## src/rtl/dom_and_pipe_pkg.sv

```systemverilog
// Shared helpers for the DOM-indep masked AND gadget: randomness sizing and
// the lexicographic (i<j) pair numbering used to slice rand_i.
package dom_pkg;

  localparam int unsigned MAX_SHARES = 4;

  // Fresh mask bits consumed per accepted beat.
  function automatic int unsigned nrand(input int unsigned shares,
                                        input int unsigned width);
    return width * shares * (shares - 1) / 2;
  endfunction

  // Lexicographic index of pair (i,j), i<j, among all pairs of 'shares' shares:
  // (0,1)=0, (0,2)=1, ..., (1,2)=shares-1, ...
  function automatic int unsigned pair_idx(input int unsigned i,
                                           input int unsigned j,
                                           input int unsigned shares);
    return i * shares - (i * (i + 1)) / 2 + (j - i - 1);
  endfunction

endpackage

```

## src/rtl/dom_and_pipe_cross_reg.sv

```systemverilog
// One DOM cross term for a share pair, WIDTH lanes: z = (a & b) ^ r, registered
// on its own before it meets any other term.
module dom_cross_reg #(
  parameter int unsigned WIDTH = 1
) (
  input  logic             clk,
  input  logic             rst,
  input  logic             ld,
  input  logic [WIDTH-1:0] a,
  input  logic [WIDTH-1:0] b,
  input  logic [WIDTH-1:0] r,
  output logic [WIDTH-1:0] z
);

  // Resharing register: loads only on the stage load, otherwise holds.
  always_ff @(posedge clk) begin
    if (rst) begin
      z <= '0;
    end else if (ld) begin
      z <= (a & b) ^ r;
    end
  end

endmodule

```

## src/rtl/dom_and_pipe.sv

```systemverilog
// Pipelined d-th order DOM-indep masked AND: stage 1 reshares (inner and cross
// terms registered separately), stage 2 compresses each share row into q_o.
module dom_and_pipe
  import dom_pkg::*;
#(
  parameter int unsigned SHARES = 2,
  parameter int unsigned WIDTH  = 1,
  parameter int unsigned NRAND  = nrand(SHARES, WIDTH)
) (
  input  logic                    clk,
  input  logic                    rst,
  input  logic                    in_valid,
  output logic                    in_ready,
  input  logic [SHARES*WIDTH-1:0] a_i,
  input  logic [SHARES*WIDTH-1:0] b_i,
  input  logic [NRAND-1:0]        rand_i,
  output logic                    out_valid,
  input  logic                    out_ready,
  output logic [SHARES*WIDTH-1:0] q_o
);

  // ---------------------------------------------------------------------------
  // Handshake / valid control (kept apart from the share datapath)
  // ---------------------------------------------------------------------------
  logic v1, v2;
  logic ld1, ld2, accept;

  // Stage loads: S2 takes S1 when its slot is empty or drained this cycle.
  always_comb begin
    ld2    = v1 & (~v2 | out_ready);
    ld1    = ~v1 | ld2;
    accept = in_valid & ld1;
  end

  assign in_ready  = ld1;
  assign out_valid = v2;

  // Valid flags for both stages.
  always_ff @(posedge clk) begin
    if (rst) begin
      v1 <= 1'b0;
      v2 <= 1'b0;
    end else begin
      v1 <= accept ? 1'b1 : (ld2 ? 1'b0 : v1);
      v2 <= ld2 ? 1'b1 : (out_ready ? 1'b0 : v2);
    end
  end

  // ---------------------------------------------------------------------------
  // Share datapath
  // ---------------------------------------------------------------------------
  // Term (i,j) lives at terms[(i*SHARES+j)*WIDTH +: WIDTH]; the diagonal holds
  // the inner products so compression is a plain XOR across each row.
  logic [SHARES*SHARES*WIDTH-1:0] terms;

  for (genvar i = 0; i < SHARES; i++) begin : g_row
    for (genvar j = 0; j < SHARES; j++) begin : g_col
      if (i == j) begin : g_inner
        logic [WIDTH-1:0] t_q;

        // Inner term a_i & b_i, needs no fresh mask.
        always_ff @(posedge clk) begin
          if (rst) begin
            t_q <= '0;
          end else if (accept) begin
            t_q <= a_i[i*WIDTH +: WIDTH] & b_i[i*WIDTH +: WIDTH];
          end
        end

        assign terms[(i*SHARES+j)*WIDTH +: WIDTH] = t_q;
      end else begin : g_cross
        // z_ij and z_ji share the mask of the unordered pair {i,j}.
        localparam int unsigned LO = (i < j) ? i : j;
        localparam int unsigned HI = (i < j) ? j : i;
        localparam int unsigned P  = pair_idx(LO, HI, SHARES);

        dom_cross_reg #(
          .WIDTH(WIDTH)
        ) u_cross (
          .clk (clk),
          .rst (rst),
          .ld  (accept),
          .a   (a_i[i*WIDTH +: WIDTH]),
          .b   (b_i[j*WIDTH +: WIDTH]),
          .r   (rand_i[P*WIDTH +: WIDTH]),
          .z   (terms[(i*SHARES+j)*WIDTH +: WIDTH])
        );
      end
    end
  end

  logic [SHARES*WIDTH-1:0] q_next;

  // Compression: each output share is the XOR of its registered term row.
  always_comb begin
    q_next = '0;
    for (int unsigned s = 0; s < SHARES; s++) begin
      for (int unsigned j = 0; j < SHARES; j++) begin
        q_next[s*WIDTH +: WIDTH] = q_next[s*WIDTH +: WIDTH]
                                 ^ terms[(s*SHARES+j)*WIDTH +: WIDTH];
      end
    end
  end

  // Output share register: loads only on the S2 load, holds under stall.
  always_ff @(posedge clk) begin
    if (rst) begin
      q_o <= '0;
    end else if (ld2) begin
      q_o <= q_next;
    end
  end

endmodule
```

## config.mk

```make
export PLATFORM = sky130hd
export DESIGN_NAME = dom_and_pipe
export DESIGN_NICKNAME = d
export VERILOG_FILES = /design/src/rtl/dom_and_pipe_pkg.sv /design/src/rtl/dom_and_pipe_cross_reg.sv /design/src/rtl/dom_and_pipe.sv
export SDC_FILE = /design/constraint.sdc
export NUM_CORES = 1
export LEC_CHECK = 0
export BUFFER_PORTS_ARGS = -buffer_cell sky130_fd_sc_hd__buf_2
export CORE_AREA = 3 3 40 42
export DETAILED_ROUTE_END_ITERATION = 8
export DIE_AREA = 0 0 43 45
export PLACE_DENSITY_LB_ADDON = 0.2
export REMOVE_ABC_BUFFERS = 1
export SYNTH_ARGS = -nofsm -noshare
export SYNTH_HDL_FRONTEND = slang
export SYNTH_SLANG_ARGS = --single-unit
```

## constraint.sdc

```tcl
create_clock -name clk -period 1.2 [get_ports clk]
set_input_delay 0.24 -clock clk [delete_from_list [all_inputs] [get_ports clk]]
set_output_delay 0.24 -clock clk [all_outputs]
set_load 0.02 [all_outputs]
```

# Word-level counts from Yosys, hierarchy flattened
# Cells that the tools add are included.
# Widths: inputs -> output; s select.
totals:
  out_inout_bits: 4
  word_cells: 27
  reg_bits: 8
  input_bits: 9
op_classes:
  n_bitwise: 14
  muxes: 4
  reduce_logical: 2
ops:
  columns: ["operator", "n"]
  rows:
  - ["$and 1x1->1", 6]
  - ["$mux 1", 4]
  - ["$reduce_bool 2->1", 2]
  - ["$xor 1x1->1", 4]
  - ["$not 1->1", 2]
  - ["$or 1x1->1", 2]

# Longest topological paths before layout
logic_depth:
  depth_word: 6
  depth_mapped: 4
  mapped_depth_nobuf: 4

# Cells and area by module
# From an unflattened synthesis, not the netlist that was laid out.
unflattened:
  cells_unflattened: 36
  hier_area_um2: 354.1
by_module_without_submodules:
  columns: ["module", "n_inst", "cells_each", "area_per_inst_um2"]
  rows:
  - ["dom_and_pipe", 1, 26, 241.5]
  - ["dom_cross_reg", 2, 5, 56.3]

# Least setup slack after synthesis
# Ideal clock, no wire load.
synth_timing:
  path_type: "reg-to-reg"
  from: "register v2, in the netlist out_valid"
  to: "register g_row[0].g_col[1].g_cross.u_cross.z"
  path_buffers: 0
  path_stages_with_launch: 5
  arrival_ps: 1019
  path_slack_ps: 90
  path_cell_list: "dfxtp_1 > and3b_4 > inv_2 > a21oi_1 > a311oi_1"
synth_via:
  elab_chain_len: 5
synth_rtl:
  columns: ["element", "line_no", "text"]
  rows:
  - ["start, declared", "dom_and_pipe.sv:25", "logic v1, v2;"]
  - ["start signal, assigned", "dom_and_pipe.sv:45", "v2 <= ld2 ? 1'b1 : (out_ready ? 1'b0 : v2);"]
  - ["$not 1->1", "dom_and_pipe.sv:30", "ld2 = v1 & (~v2 | out_ready);"]
  - ["$or 1x1->1", "dom_and_pipe.sv:30", null]
  - ["$and 1x1->1", "dom_and_pipe.sv:30", null]
  - ["$or 1x1->1", "dom_and_pipe.sv:31", "ld1 = ~v1 | ld2;"]
  - ["net in_ready", "dom_and_pipe.sv:13", "output logic in_ready,"]
  - ["$and 1x1->1", "dom_and_pipe.sv:32", "accept = in_valid & ld1;"]
  - ["end signal, assigned", "dom_and_pipe_cross_reg.sv:20", "z <= (a & b) ^ r;"]
  - ["end, declared", "dom_and_pipe_cross_reg.sv:12", "output logic [WIDTH-1:0] z"]
# The timed path passes the listed nets, and every way through them passes these cells.
# A chain may end at the register's enable or synchronous reset.

# Worst setup path in the final report
layout_timing:
  from: "register v2, in the netlist out_valid"
  to: "output in_ready"
layout_via:
  elab_chain_len: 4
layout_rtl:
  columns: ["element", "line_no"]
  rows:
  - ["$not 1->1", "dom_and_pipe.sv:30"]
  - ["$or 1x1->1", "dom_and_pipe.sv:30"]
  - ["$and 1x1->1", "dom_and_pipe.sv:30"]
  - ["$or 1x1->1", "dom_and_pipe.sv:31"]
  - ["end, declared", "dom_and_pipe.sv:13"]
# No other way between the ends.

==> results.toml <==
[status]
status = "complete, but fails checks"
violations = "setup timing"

[placement]
gp_congestion = 0.671
placedCellCount = 63
numPortBuffers = 12
place_hpwl_um = 532
pre_cts_ws_ns = 0.0949

[worst_setup_path]
cp-end-kind = "output port"
arrival_ns = 0.96
startpoint_type = "flop"
worst_ep_required_time_ns = 0.96
worstSetupPathType = "flop to output port"
cp_max_fo = 3

[floorplan]
die_h_um = 45
num_rows = 13
die_w_um = 43
core_region_area_um2 = 1280
io_pins = 13
start_util = 0.260
floorplan.die_area_um2 = 1940

[detailed_routing]
avgViaCountPerCell = 4.69
dr.first_iter.drc_count = 11
dr.pass1.iters = 4
post_drt_wl_per_cell_um = 11.2
routed_wl_um = 750
drc = 0
ant_nets = 0
vias = 314

[pwr]
p_per_area_nw_per_um2 = 1280
worst_ir_drop_vdd_mv = 0.426
p_total_w = 0.000585
p_leak_nw = 0.189

[job]
drv_cap = 0

[cells_and_area]
final_cells = 67
num-nets-final = 63
post-route-util = 0.356
num_antenna_cells = 0
drive_gt1_frac = 0.404
area_delta_synth_final_pct = 37.1

[logic_synthesis]
synth_top_area_frac = 0.479
yosys-top-cells-count = "8 x a21oi_1, 8 x dfxtp_1, 4 x a311oi_1"
yosysSeqAreaShare = 0.479
synth.distinct_cells = 13
syn_area_um2 = 334
synth_edf_count = 0
synth_cells = 36
synth_ff_type = "dfxtp_1"
synth_top_area_cell = "dfxtp_1"
ys.warnings.count = 0
ys_ff_latch = 8
ys_async_sr_fraction = 0
synthTopCellsByArea = "dfxtp_1 48%, a21oi_1 12%, a311oi_1 10%"
avgSynthCellArea_um2 = 9.28

[worst_hold_path]
hp-class = "input pin to flop"

[timing]
fin_crit_ns = 1.20
worst_slew_pin_slew_ns = 0.204
finalSetupViolCount = 1
whs_ns = 0.245
setup_ws_ns = -0.00322
skew_ns = 0.000174
drv_slew = 0
report.final.hold_viol_count = 0
fmax_ghz = 0.831
rsz0062_at_grt = "yes"
finalCritPeriodShare = 1.00
relSlewSlack = 0.863

[global_route]
grt_use_total = 0.0942
grt_overflow = 0
grt_pass1_vias = 278
grt_pass1_wl_um = 1180
grt_max_degree = 9
antenna_found_initial = 0

[clock_tree]
htree_levels = 1
clock_latency_ns = 0.25
cts.reportedPaths.clkPinSlew_ns = 0.05
clockBufferDepth = 2
cts_hold_buf = 0
cts_tree = "yes"
cts_inserted_buffers = 3
root_buffer = "clkbuf_4"
numClockSinks = 8
==> flip-flops by register name, indices dropped and copies added (netlist names) <==
name,count
out_valid,1
g_row.g_col.g_cross.u_cross.z,2
g_row.g_col.g_inner.t_q,2
q_o,2
v1,1
==> where the power goes <==
group	total, W	switching, W	internal [W]	leakage, nW
Clock	0.000209	0.0000943	0.000115	0.0138
Sequential	0.000293	0.00000961	0.000284	0.0666
Combinational	0.0000824	0.0000430	0.0000394	0.109
==> layout by cell type (no fill, tap or decap) <==
cell type  synthesis  layout
nand2_1            2       2
o21ai_0            2       2
a21oi_1            8       8
a311oi_1           4       4
nand4_1            2       2
xnor2_1            2       2
clkbuf_4           0       3
nand2b_1           1       1
buf_4              0       2
dfxtp_2            0       2
buf_2              0      11
dfxtp_1            8       6
buf_6              0       1
inv_1              2       2
xor2_1             2       2
inv_4              0       1
and3b_4            1       1
==> repair_timing <==
| item | CTS | global route |
|---|---|---|
| buffers inserted | 1 | 0 |
| gates resized for setup | 5 | 0 |
| endpoints found under the setup margin | 1 | 2 |
| pin swaps | 1 | 1 |
==> worst paths after layout <==
path	depth (start not counted)	slack (ns)	end	start
hold / removal	2	0.24	v1	rst
hold reg to reg	2	0.49	g_row[0].g_col[0].g_inner.t_q	g_row[0].g_col[0].g_inner.t_q
setup reg to reg	5	0.10	g_row[0].g_col[1].g_cross.u_cross.z	v1
setup / recovery	3	-0.003	in_ready	out_valid
==> metal layers <==
layer | vias to the layer above | track usage | share of wire
met4 | 0 | 0.0723 | 0.019
met2 | 17 | 0.123 | 0.39
met3 | 2 | 0.0757 | 0.15
met1 | 129 | 0.0990 | 0.44
li1 | 166 | - | -
met5 | - | 0 | 0
==> critical path, cell delays in order (launching register included) <==
cell     delay (ns)
dfxtp_2        0.33
and3b_4        0.21
inv_4          0.04
buf_6          0.12
==> stage by stage <==
| stage | cell area, um^2 | TNS [ns] |
|---|---|---|
| final | 458 | -0.00322 |
| after global routing | 458 | -0.0567 |
| after CTS | 458 | -0.0218 |
| after detailed placement | 417 | 0 |
| after global placement | 417 | 0 |
| after floorplan | 330 | 0 |
==> layout make-up <==
cell class                 instances  area [um^2]
tap                               15         18.8
inverter                           3         13.8
fill                             134          827
timing repair buffer              14         81.3
sequential                         8          163
multi-input combinational         24          159
clock buffer                       3         22.5
==> logic make-up after synthesis <==
logic type	after synthesis	synth area share
buf+inv	4	0.0449
flops	8	0.479
compound gates	14	0.255
simple gates	6	0.116
xor+xnor	4	0.105
Note: power is estimated with default switching activity, not from simulation.
